<file path="src/rtl/mcp3008_pkg.sv">
// Shared types and constants for the MCP3008 scan sequencer.
// Channel count, code width and FSM state encoding live here.
package mcp3008_pkg;

    localparam int NUM_CH = 8;
    localparam int CODE_W = 10;
    localparam int CH_W   = 3;

    typedef enum logic [1:0] {
        ST_IDLE,
        ST_SCAN,
        ST_WAIT,
        ST_NEXT
    } seq_state_t;

    // Lowest set bit of a channel mask; 0 when the mask is empty.
    function automatic logic [CH_W-1:0] lowest_chan(
        input logic [NUM_CH-1:0] mask
    );
        logic [CH_W-1:0] r;
        r = '0;
        for (int i = NUM_CH - 1; i >= 0; i--) begin
            if (mask[i]) begin
                r = CH_W'(i);
            end
        end
        return r;
    endfunction

endpackage

</file>
<file path="src/rtl/mcp3008_next_chan.sv">
// Priority search for the next enabled channel above ch.
// last is set when ch is the highest enabled channel of the mask.
module mcp3008_next_chan
    import mcp3008_pkg::*;
(
    input  logic [NUM_CH-1:0] mask,
    input  logic [CH_W-1:0]   ch,
    output logic [CH_W-1:0]   next_ch,
    output logic              found,
    output logic              last
);

    // Descending loop: the final hit is the lowest bit above ch.
    always_comb begin
        next_ch = ch;
        found   = 1'b0;
        for (int i = NUM_CH - 1; i >= 0; i--) begin
            if (mask[i] && (i > int'(ch))) begin
                next_ch = CH_W'(i);
                found   = 1'b1;
            end
        end
    end

    assign last = !found;

endmodule

</file>
<file path="src/rtl/mcp3008_scan_sequencer.sv">
// Paces scans over enabled MCP3008 channels and streams tagged results.
// Drives sample/accept of the interface block; holds results under backpressure.
module mcp3008_scan_sequencer
    import mcp3008_pkg::*;
#(
    parameter int PERIOD_W       = 24,
    parameter int TIMEOUT_CYCLES = 4096
) (
    input  logic                clk,
    input  logic                rst,
    input  logic                enable,
    input  logic [NUM_CH-1:0]   chan_mask,
    input  logic [PERIOD_W-1:0] period,
    input  logic                clear_status,
    output logic                adc_sample,
    output logic [CH_W-1:0]     adc_channel,
    input  logic                adc_busy,
    input  logic [15:0]         adc_data,
    input  logic                adc_avail,
    output logic                adc_accept,
    output logic                res_valid,
    input  logic                res_ready,
    output logic [CH_W-1:0]     res_channel,
    output logic [CODE_W-1:0]   res_data,
    output logic                res_last,
    output logic [15:0]         scan_count,
    output logic                overrun,
    output logic                timeout
);

    localparam int TMO_W = $clog2(TIMEOUT_CYCLES + 1);
    localparam logic [TMO_W-1:0] TMO_LAST = TMO_W'(TIMEOUT_CYCLES - 1);

    seq_state_t state;
    seq_state_t state_nx;

    logic [PERIOD_W-1:0] per_cnt;
    logic                tick;
    logic [NUM_CH-1:0]   scan_mask;
    logic [CH_W-1:0]     ch;
    logic [TMO_W-1:0]    tmo_cnt;
    logic                tmo_hit;
    logic                res_free;

    logic                start_scan;
    logic                step;
    logic                scan_done;
    logic                capture;
    logic                tmo_set;
    logic                ovr_set;

    logic [CH_W-1:0]     nxt_ch;
    logic                nxt_found;
    logic                nxt_last;

    logic                unused_data;

    assign unused_data = ^adc_data[15:CODE_W];

    mcp3008_next_chan u_next_chan (
        .mask    (scan_mask),
        .ch      (ch),
        .next_ch (nxt_ch),
        .found   (nxt_found),
        .last    (nxt_last)
    );

    assign tick        = enable && (per_cnt == period);
    assign res_free    = !res_valid || res_ready;
    assign tmo_hit     = (tmo_cnt == TMO_LAST);
    assign ovr_set     = tick && (state != ST_IDLE);
    assign adc_channel = ch;

    // Free-running scan pacing; held at zero while disabled.
    always_ff @(posedge clk) begin
        if (rst) begin
            per_cnt <= '0;
        end else if (!enable || tick) begin
            per_cnt <= '0;
        end else begin
            per_cnt <= per_cnt + PERIOD_W'(1);
        end
    end

    always_comb begin
        state_nx   = state;
        adc_sample = 1'b0;
        adc_accept = 1'b0;
        start_scan = 1'b0;
        step       = 1'b0;
        scan_done  = 1'b0;
        capture    = 1'b0;
        tmo_set    = 1'b0;
        unique case (state)
            ST_IDLE: begin
                if (tick && (chan_mask != '0)) begin
                    start_scan = 1'b1;
                    state_nx   = ST_SCAN;
                end
            end
            ST_SCAN: begin
                adc_sample = 1'b1;
                if (tmo_hit) begin
                    tmo_set  = 1'b1;
                    state_nx = ST_NEXT;
                end else if (adc_busy || adc_avail) begin
                    state_nx = ST_WAIT;
                end
            end
            ST_WAIT: begin
                if (adc_avail && res_free) begin
                    adc_accept = 1'b1;
                    capture    = 1'b1;
                    state_nx   = ST_NEXT;
                end else if (tmo_hit) begin
                    tmo_set  = 1'b1;
                    state_nx = ST_NEXT;
                end
            end
            ST_NEXT: begin
                if (nxt_found) begin
                    step     = 1'b1;
                    state_nx = ST_SCAN;
                end else begin
                    scan_done = 1'b1;
                    state_nx  = ST_IDLE;
                end
            end
            default: begin
                state_nx = ST_IDLE;
            end
        endcase
    end

    always_ff @(posedge clk) begin
        if (rst) begin
            state      <= ST_IDLE;
            scan_mask  <= '0;
            ch         <= '0;
            tmo_cnt    <= '0;
            scan_count <= '0;
        end else begin
            state <= state_nx;
            if (start_scan) begin
                scan_mask <= chan_mask;
                ch        <= lowest_chan(chan_mask);
            end
            if (step) begin
                ch <= nxt_ch;
            end
            // Conversion watchdog restarts for every channel.
            if (start_scan || step) begin
                tmo_cnt <= '0;
            end else if ((state == ST_SCAN) || (state == ST_WAIT)) begin
                tmo_cnt <= tmo_cnt + TMO_W'(1);
            end
            if (scan_done) begin
                scan_count <= scan_count + 16'd1;
            end
        end
    end

    always_ff @(posedge clk) begin
        if (rst) begin
            res_valid   <= 1'b0;
            res_channel <= '0;
            res_data    <= '0;
            res_last    <= 1'b0;
        end else if (capture) begin
            res_valid   <= 1'b1;
            res_channel <= ch;
            res_data    <= adc_data[CODE_W-1:0];
            res_last    <= nxt_last;
        end else if (res_ready) begin
            res_valid <= 1'b0;
        end
    end

    // Set events take priority over a coinciding clear.
    always_ff @(posedge clk) begin
        if (rst) begin
            overrun <= 1'b0;
            timeout <= 1'b0;
        end else begin
            if (ovr_set) begin
                overrun <= 1'b1;
            end else if (clear_status) begin
                overrun <= 1'b0;
            end
            if (tmo_set) begin
                timeout <= 1'b1;
            end else if (clear_status) begin
                timeout <= 1'b0;
            end
        end
    end

endmodule

</file>
<file path="config.mk">
export PLATFORM = sky130hd
export DESIGN_NAME = mcp3008_scan_sequencer
export DESIGN_NICKNAME = d
export VERILOG_FILES = /design/src/rtl/mcp3008_pkg.sv /design/src/rtl/mcp3008_next_chan.sv /design/src/rtl/mcp3008_scan_sequencer.sv
export SDC_FILE = /design/constraint.sdc
export NUM_CORES = 1
export LEC_CHECK = 0
export ABC_AREA = 1
export CAP_MARGIN = 10
export CORE_ASPECT_RATIO = 0.8
export CORE_MARGIN = 10
export CORE_UTILIZATION = 45
export DETAILED_ROUTE_END_ITERATION = 8
export HOLD_SLACK_MARGIN = 0.02
export PLACE_DENSITY = 0.77
export REMOVE_ABC_BUFFERS = 1
export SYNTH_ARGS = -nofsm -noshare
export SYNTH_HDL_FRONTEND = slang
export SYNTH_SLANG_ARGS = --single-unit
export TNS_END_PERCENT = 1
</file>
<file path="constraint.sdc">
create_clock -name clk -period 2 [get_ports clk]
set_clock_uncertainty 0.05 [all_clocks]
set_input_delay 0.2 -clock clk [delete_from_list [all_inputs] [get_ports clk]]
set_output_delay 0.2 -clock clk [all_outputs]
set_load 0.05 [all_outputs]
</file>
* Yosys cells after proc, flatten, opt, wreduce, memory -nomap -nowiden
Cells that the tools add are included.
** Word-level totals
- Bits in registers :: 83
- Logic and storage cells :: 109
** Cells by class
- Add/subtract/negate cells :: 3
- Order comparisons :: 7
- Eq/ne operators :: 9
- Muxes and demuxes :: 48
- Reductions and logical operators :: 30
** Operators by type and width (number)
- 3-bit 2-to-1 mux :: 17
- 24-bit by 1-bit adder with 24-bit output, second input constant :: 1
- 24-bit == test :: 1
- 1-bit 2-to-1 mux :: 24
- 16-bit by 1-bit adder with 16-bit output, second input constant :: 1
- 13-bit by 1-bit adder with 13-bit output, second input constant :: 1
- 13-bit by 12-bit == test with 1-bit output, second input constant :: 1
- 3-bit greater-than comparator, first input constant :: 4
- 1-bit logical AND :: 11
- 2-bit 2-to-1 mux :: 5
- 2-bit nonzero test :: 5
- 8-bit by 1-bit inequality test with 1-bit output, second input constant :: 1
- 2-bit case mux with 4 select lines :: 1
- 8-bit nonzero test :: 1
- 2-bit by 3-bit greater-than comparator with 1-bit output, first input constant :: 2
- 3-bit inequality test, second input constant :: 2
- 1-bit logical OR :: 5
- 2-bit == test, second input constant :: 2
- 2-bit OR reduction :: 2
- 1-bit by 3-bit greater-than comparator with 1-bit output, first input constant :: 1
- 1-bit logical NOT :: 3
- 3-bit AND reduction :: 1
- 2-bit by 1-bit == test with 1-bit output, second input constant :: 1
- 2-bit logical NOT :: 1
- other kinds (3) :: 3

* Depth between registers and ports, before layout
- Depth in word-level cells :: 13
- Mapped depth :: 13
- Gate-level depth less buffers :: 13

* By module
From an unflattened synthesis, not the netlist that was laid out.
** Unflattened totals
- Cells, all modules :: 702
- Area, all modules :: 4614.4 um2
** Modules (own cells, without submodules)
- mcp3008_scan_sequencer :: instances 1, cells an instance 664, area an instance 4404.2 um2, sequential area each 1661.6 um2
- mcp3008_next_chan :: instances 1, cells an instance 38, area an instance 210.2 um2, sequential area each 0.0 um2

* Worst setup path before layout
OpenSTA, ideal clock, no wires.
- Kind :: register to register
- Start point :: reg ch[2] (netlist: adc_channel[2])
- End point :: reg scan_count[11]
- Library setup time :: 0.131 ns
- Arrival time :: 1.812 ns
- Data required time :: 1.819 ns
- Path slack :: 0.007 ns
- Stages on the path, launching flop included :: 11
- Clock period less this slack :: 1.993 ns
- Cell sequence :: dfxtp_1 nand2_1 o21ai_1 nand2_1 nor2_2 nand3_2 clkinv_2 nand2_2 nor2_2 nand2_1 nor3b_2
** On the way
- Longest elaborated chain between the ends :: 11
** Ends and longest elaborated chain
- start, declared :: RTL line mcp3008_scan_sequencer.sv:40 : logic [CH_W-1:0] ch;
- start signal, assigned :: RTL line mcp3008_scan_sequencer.sv:146 : ch <= lowest_chan(chan_mask);
- start signal, assigned :: RTL line mcp3008_scan_sequencer.sv:149 : ch <= nxt_ch;
- 3-bit greater-than comparator :: RTL line mcp3008_next_chan.sv:18 : if (mask[i] && (i > int'(ch))) begin
- 1-bit logical AND :: RTL line mcp3008_next_chan.sv:18
- 1-bit 2-to-1 mux (6 in series) :: RTL line mcp3008_next_chan.sv:18
- 1-bit 2-to-1 mux (*) :: RTL line mcp3008_next_chan.sv:18
- 1-bit 2-to-1 mux (*) :: RTL line mcp3008_scan_sequencer.sv:121 : if (nxt_found) begin
- 1-bit 2-to-1 mux (*) :: RTL line mcp3008_scan_sequencer.sv:94 : unique case (state)
- end signal, assigned :: RTL line mcp3008_scan_sequencer.sv:158 : scan_count <= scan_count + 16'd1;
- end, declared :: RTL line mcp3008_scan_sequencer.sv:26 : output logic [15:0] scan_count,
Mark *: on every way between the ends. The rest lies on a longest branch, timed or not.
A chain may end at the register's enable or synchronous reset.

* Worst setup path in the final report
- Start point :: reg per_cnt[0]
- End point :: reg ch[1] (netlist: adc_channel[1])
** On the way
- Longest elaborated chain between the ends :: 7
** Ends and longest elaborated chain
- start, declared :: RTL line mcp3008_scan_sequencer.sv:37 : logic [PERIOD_W-1:0] per_cnt;
- start signal, assigned :: RTL line mcp3008_scan_sequencer.sv:81 : per_cnt <= per_cnt + PERIOD_W'(1);
- 24-bit == test :: RTL line mcp3008_scan_sequencer.sv:68 : assign tick = enable && (per_cnt == period);
- 1-bit logical AND :: RTL line mcp3008_scan_sequencer.sv:68
- 1-bit logical AND :: RTL line mcp3008_scan_sequencer.sv:96 : if (tick && (chan_mask != '0)) begin
- 1-bit 2-to-1 mux :: RTL line mcp3008_scan_sequencer.sv:96
- 1-bit 2-to-1 mux :: RTL line mcp3008_scan_sequencer.sv:94
- 2-bit nonzero test (no line)
- 2-bit AND reduction (no line)
No other way between the ends.

==> impl_metrics.py <==
metrics = {
    "layout": {
        "antenna_cells": 0,
        "area_growth_pct": 32.81,
        "final_util": 0.6141,
        "drive_gt1_frac": 0.1110,
        "layout.nets": 833,
    },
    "worst_hold_path": {
        "holdPathStages": 3,
        "min_path_type": "primary input to flop",
        "hold_path_end": "res_data[8]$_SDFFE_PP0P_",
        "hp-start": "adc_data[8]",
    },
    "setup_path": {
        "critPathLaunchType": "flop",
        "critPathCaptureType": "flop",
        "reg2regPathDepth": 13,
        "r2r_slack_ns": 0.12,
        "reg2reg_from": "per_cnt[0]$_SDFF_PP0_",
        "path_max_fanout": 13,
        "regToRegEndpoint": "adc_channel[1]$_SDFFE_PP0P_",
        "cp-startpoint": "per_cnt[0]$_SDFF_PP0_",
        "arrival_ns": 2.05,
        "crit_required_ns": 2.17,
        "crit_type": "flop to flop",
    },
    "routing": {
        "post_drt_wl_per_cell_um": 12.50,
        "wl_um": 11380,
        "drt_first_pass_iters": 5,
        "num_vias": 4414,
        "via_per_inst": 4.845,
        "detail-route-antenna-nets": 0,
        "drt-initial-drc-count": 285,
        "drcViolationCount": 0,
    },
    "power": {
        "leakage_uw": 0.002302,
        "p_sw_uw": 1381,
        "power.total_uw": 4489,
        "swShare": 0.3076,
        "internal_power_uw": 3109,
        "pwr-share-comb": 0.236,
        "power_frac_seq": 0.395,
        "power_frac_clock": 0.369,
        "irDropWorstVdd_v": 0.0004127,
        "p_per_area_nw_per_um2": 757.6,
    },
    "synthesis": {
        "yosysTopAreaCell": "dfxtp_1",
        "synth.area.top_cells": "dfxtp_1, nand2_1, nor2_1",
        "netlist-cell-type-count": 41,
        "async_flop_share": 0,
        "ys_ff_latch": 82,
        "syn_area_um2": 4462,
        "synthMostInstantiatedCell": "nand2_1",
        "synthFlopType": "dfxtp_1",
        "ys_seq_area_frac": 0.3679,
        "yosys-top-cells-count": "nand2_1, nor2_1, dfxtp_1, inv_1, a21oi_1",
        "yosysWarnings": 0,
        "synth-edff-count": 0,
        "synth.top_cell.area_share": 0.3679,
        "avgSynthCellArea_um2": 6.699,
        "synthCells": 666,
    },
    "timing": {
        "setup_violations": 0,
        "period_needed_ns": 1.883,
        "final.period_utilization": 0.9413,
        "hold_viol_final": 0,
        "fmax_mhz": 531.2,
        "worst_pin_slew_ns": 0.5361,
        "rsz0062_at_grt": "true",
        "relSlewSlack": 0.6415,
        "slew_violations": 0,
    },
    "floorplan": {
        "num_rows": 32,
        "start_util": 0.4624,
        "ios": 93,
        "fp.dieW_um": 131.3,
        "fp.dieH_um": 109.1,
        "coreArea_um2": 9649,
        "die_area_um2": 14320,
    },
    "run_status": {
        "outcome": "complete, no violations",
    },
    "clocking": {
        "htree_levels": 3,
        "post-cts-setup-buffers": 0,
        "clockRootBuffer": "clkbuf_16",
        "clk_pin_slew_worst_paths_ns": 0.07,
        "clk_latency_ns": 0.33,
        "cts_tree": "done",
        "clockBufferDepth": 2,
        "cts_inserted_buffers": 9,
        "cts.sinks": 82,
    },
    "grt": {
        "track_usage": 0.1554,
        "grt_max_degree": 24,
        "antenna_found_initial": 0,
        "grt_overflow": 0,
        "grt_pass1_vias": 4145,
        "grt_pass1_wl_um": 18950,
    },
    "place": {
        "port_buffers": 86,
        "gp_congestion": 0.8609,
        "dp_hpwl_um": 8905,
    },
    "run": {
        "maxCapViolCount": 0,
    },
}
logic make-up (layout without fill, tap and decap cells):
logic type	Yosys count	count (layout)	synth area share
xor+xnor	34	34	0.06674
flops	82	82	0.3679
fa+ha+maj	8	8	0.02243
compound gates	81	81	0.09535
buf+inv	95	204	0.08497
simple gates	366	366	0.3626
power by group through the flow:
stage          combinational (uW)  sequential, uW  clock, uW
5_1_grt                      1170            1780       1770
3_3_place_gp                 1020            1800          0
2_1_floorplan                 520            1940          0
3_5_place_dp                 1050            1810          0
4_1_cts                      1050            1770       1690
6_report                     1060            1770       1660
repair_timing:
action,CTS,global route
endpoints found under the hold margin,0,0
hold buffers,0,0
endpoints found under the setup margin,0,32
resized for setup,0,14
worst max-delay path, stage by stage (launching register included):
cell and delay (ns):
dfxtp_1 0.34, buf_4 0.14, inv_1 0.05, nand2_1 0.05, nand2_1 0.06, nor2_1 0.12, nand2_1 0.06, nor2_1 0.10
nand2_1 0.09, nor2_4 0.14, nand4_4 0.14, buf_12 0.19, a21oi_1 0.17, nor2_1 0.07
final cells by class:
class | instances | area, um2
clock buffer | 9 | 225.2
clock inverter | 7 | 76.32
fill | 869 | 3724
inverter | 83 | 316.6
multi-input combinational | 489 | 2475
sequential | 82 | 1648
tap | 136 | 170.2
timing repair buffer | 105 | 1015
sequential cells by signal (all words and copies together) (netlist names):
name,flops
adc_channel,3
overrun,1
per_cnt,24
res_channel,3
res_data,10
res_last,1
res_valid,1
scan_count,16
scan_mask,7
state,2
timeout,1
tmo_cnt,13
worst max path at each step:
stage	end	cells past startpoint
2_1_floorplan	res_channel[0]$_SDFFE_PP0P_	5
3_3_place_gp	tmo_cnt[2]$_SDFFE_PP0P_	7
3_5_place_dp	tmo_cnt[2]$_SDFFE_PP0P_	7
4_1_cts	adc_accept	5
5_1_grt	per_cnt[20]$_SDFF_PP0_	12
6_report	adc_channel[1]$_SDFFE_PP0P_	13
per-stage QoR:
stage                     instances  setup slack (ns)  TNS [ns]  hold WS (ns)  area (um2)
final                           911            0.1173         0        0.3717        5926
after global routing            911          -0.08004   -0.1053        0.3673        5926
after CTS                       911           0.02347         0        0.3600        5878
after detailed placement        895          -0.08981   -0.8276        0.4066        5577
after global placement          895          -0.02469  -0.05441        0.4005        5577
after floorplan                 654           -0.2654    -2.142        0.2191        4395
cell usage in the layout (no fill, tap or decap), types with 15 or more instances in the layout:
master	count
clkdlybuf4s50_1	84
nand3_1	31
a21oi_1	46
o21ai_0	17
buf_4	19
nor2_1	91
inv_1	69
nand2_1	182
xor2_1	15
xnor2_1	19
dfxtp_1	77
layer usage:
metal / share of wire / track usage
met4: 0.013 / 0.04675
met2: 0.49 / 0.2774
met1: 0.46 / 0.1860
met5: 0 / 0
met3: 0.040 / 0.03263
No activity file was read; power rests on OpenSTA's default activity.
==> RTL edit: new RTL, same flow settings <==
Change the package constant `CH_W` from 3 to 5.
--- a/src/rtl/mcp3008_pkg.sv
+++ b/src/rtl/mcp3008_pkg.sv
@@ -5,5 +5,5 @@
     localparam int NUM_CH = 8;
     localparam int CODE_W = 10;
-    localparam int CH_W   = 3;
+    localparam int CH_W   = 5;
 
     typedef enum logic [1:0] {
Interface: changed (resized adc_channel and res_channel); port bits go from 93 to 97. No check against the original RTL was run, so the function may have changed too.
==> RTL edit against the unedited design <==
- cell area rose by 0.34%
- worst setup slack got worse by 24 ps
- final cell count grew 0.77%
- synthesized area barely moved
- wire length up 0.58%
- power rose by 2.0%
- highest routed layer unchanged
- sequential cell count did not move
- largest cell class unchanged
- utilization grew 0.21 points
- largest power group unchanged
==> RTL edit: results <==
group,metric,value,unit
sta,worst_slack,93.15,ps
setup_path,rr_endpoint,"per_cnt[19]$_SDFF_PP0_",
setup_path,cp_top_family,"buffers and inverters",
place,place.gp.congestion,0.8596,
setup_path,ff2ff_path_depth,10,
global_route,grt_max_degree,20,
yosys,ys_seq_area_share,36.76,%
clock_tree,cts_resized,3,
power,leakagePower,0.002441,µW
layout,instances_no_fill,918,
status,outcome,"completed",
sta,fin_hold_ws,367.2,ps
sta,worst_pin_slew,533.0,ps
yosys,yosys-top-cells-area,"dfxtp_1, nand2_1, nor2_1, inv_1, xor2_1",
yosys,syn_avg_cell_area,6.586,µm²
place,placed_cells,901,
worst_hold_path,worstHoldStart,"adc_data[9]",
power,peakVddDrop,0.0004708,V
routing,wl_per_cell,12.47,µm
routing,num_vias,4432,
routing,firstDrtPassIters,4,
layout,post-route-util,61.62,%
setup_path,critical_path.startpoint,"state[0]$_SDFFE_PP0P_",
yosys,ys_top_cells_by_count,"nand2_1, nor2_1, dfxtp_1",
setup_path,crit_slowest_cell,"dfxtp_2",
power,switchingPower,1433,µW
global_route,grt_pass1_vias,4125,
routing,first_iter_violations,261,
## RTL edit: layout make-up
class,instances,share of cell area (%)
Clock buffer,9,3.788
Timing Repair Buffer,102,16.84
Tap cell,136,2.862
Multi-Input combinational cell,490,41.60
Clock inverter,7,1.389
Inverter,92,5.871
Sequential cell,82,27.65
## RTL edit: layer usage
metal / GRT usage (%) / share of wire [%] / routed length, µm / up-vias
met2: 26.62 / 50 / 5678 / 90
met4: 4.437 / 1.3 / 150 / 0
met3: 3.539 / 3.5 / 405 / 11
met5: 0 / 0 / 0 / -
met1: 18.20 / 46 / 5214 / 2029
li1: - / - / - / 2302
## RTL edit: worst min-delay path, cell delays in order
cell and delay, ps:
clkdlybuf4s50_1 400, nand2_1 60, a21oi_1 50
## RTL edit: logic make-up after synthesis
family	count (synthesis)	synth area share, %
other	1	0.08398
AND/OR/NAND/NOR	365	34.66
buffers and inverters	109	9.891
flip-flops	82	36.76
adder cells (fa/ha/maj)	8	2.242
XOR/XNOR	40	7.845
AO/OA/AOI/OAI	73	8.518
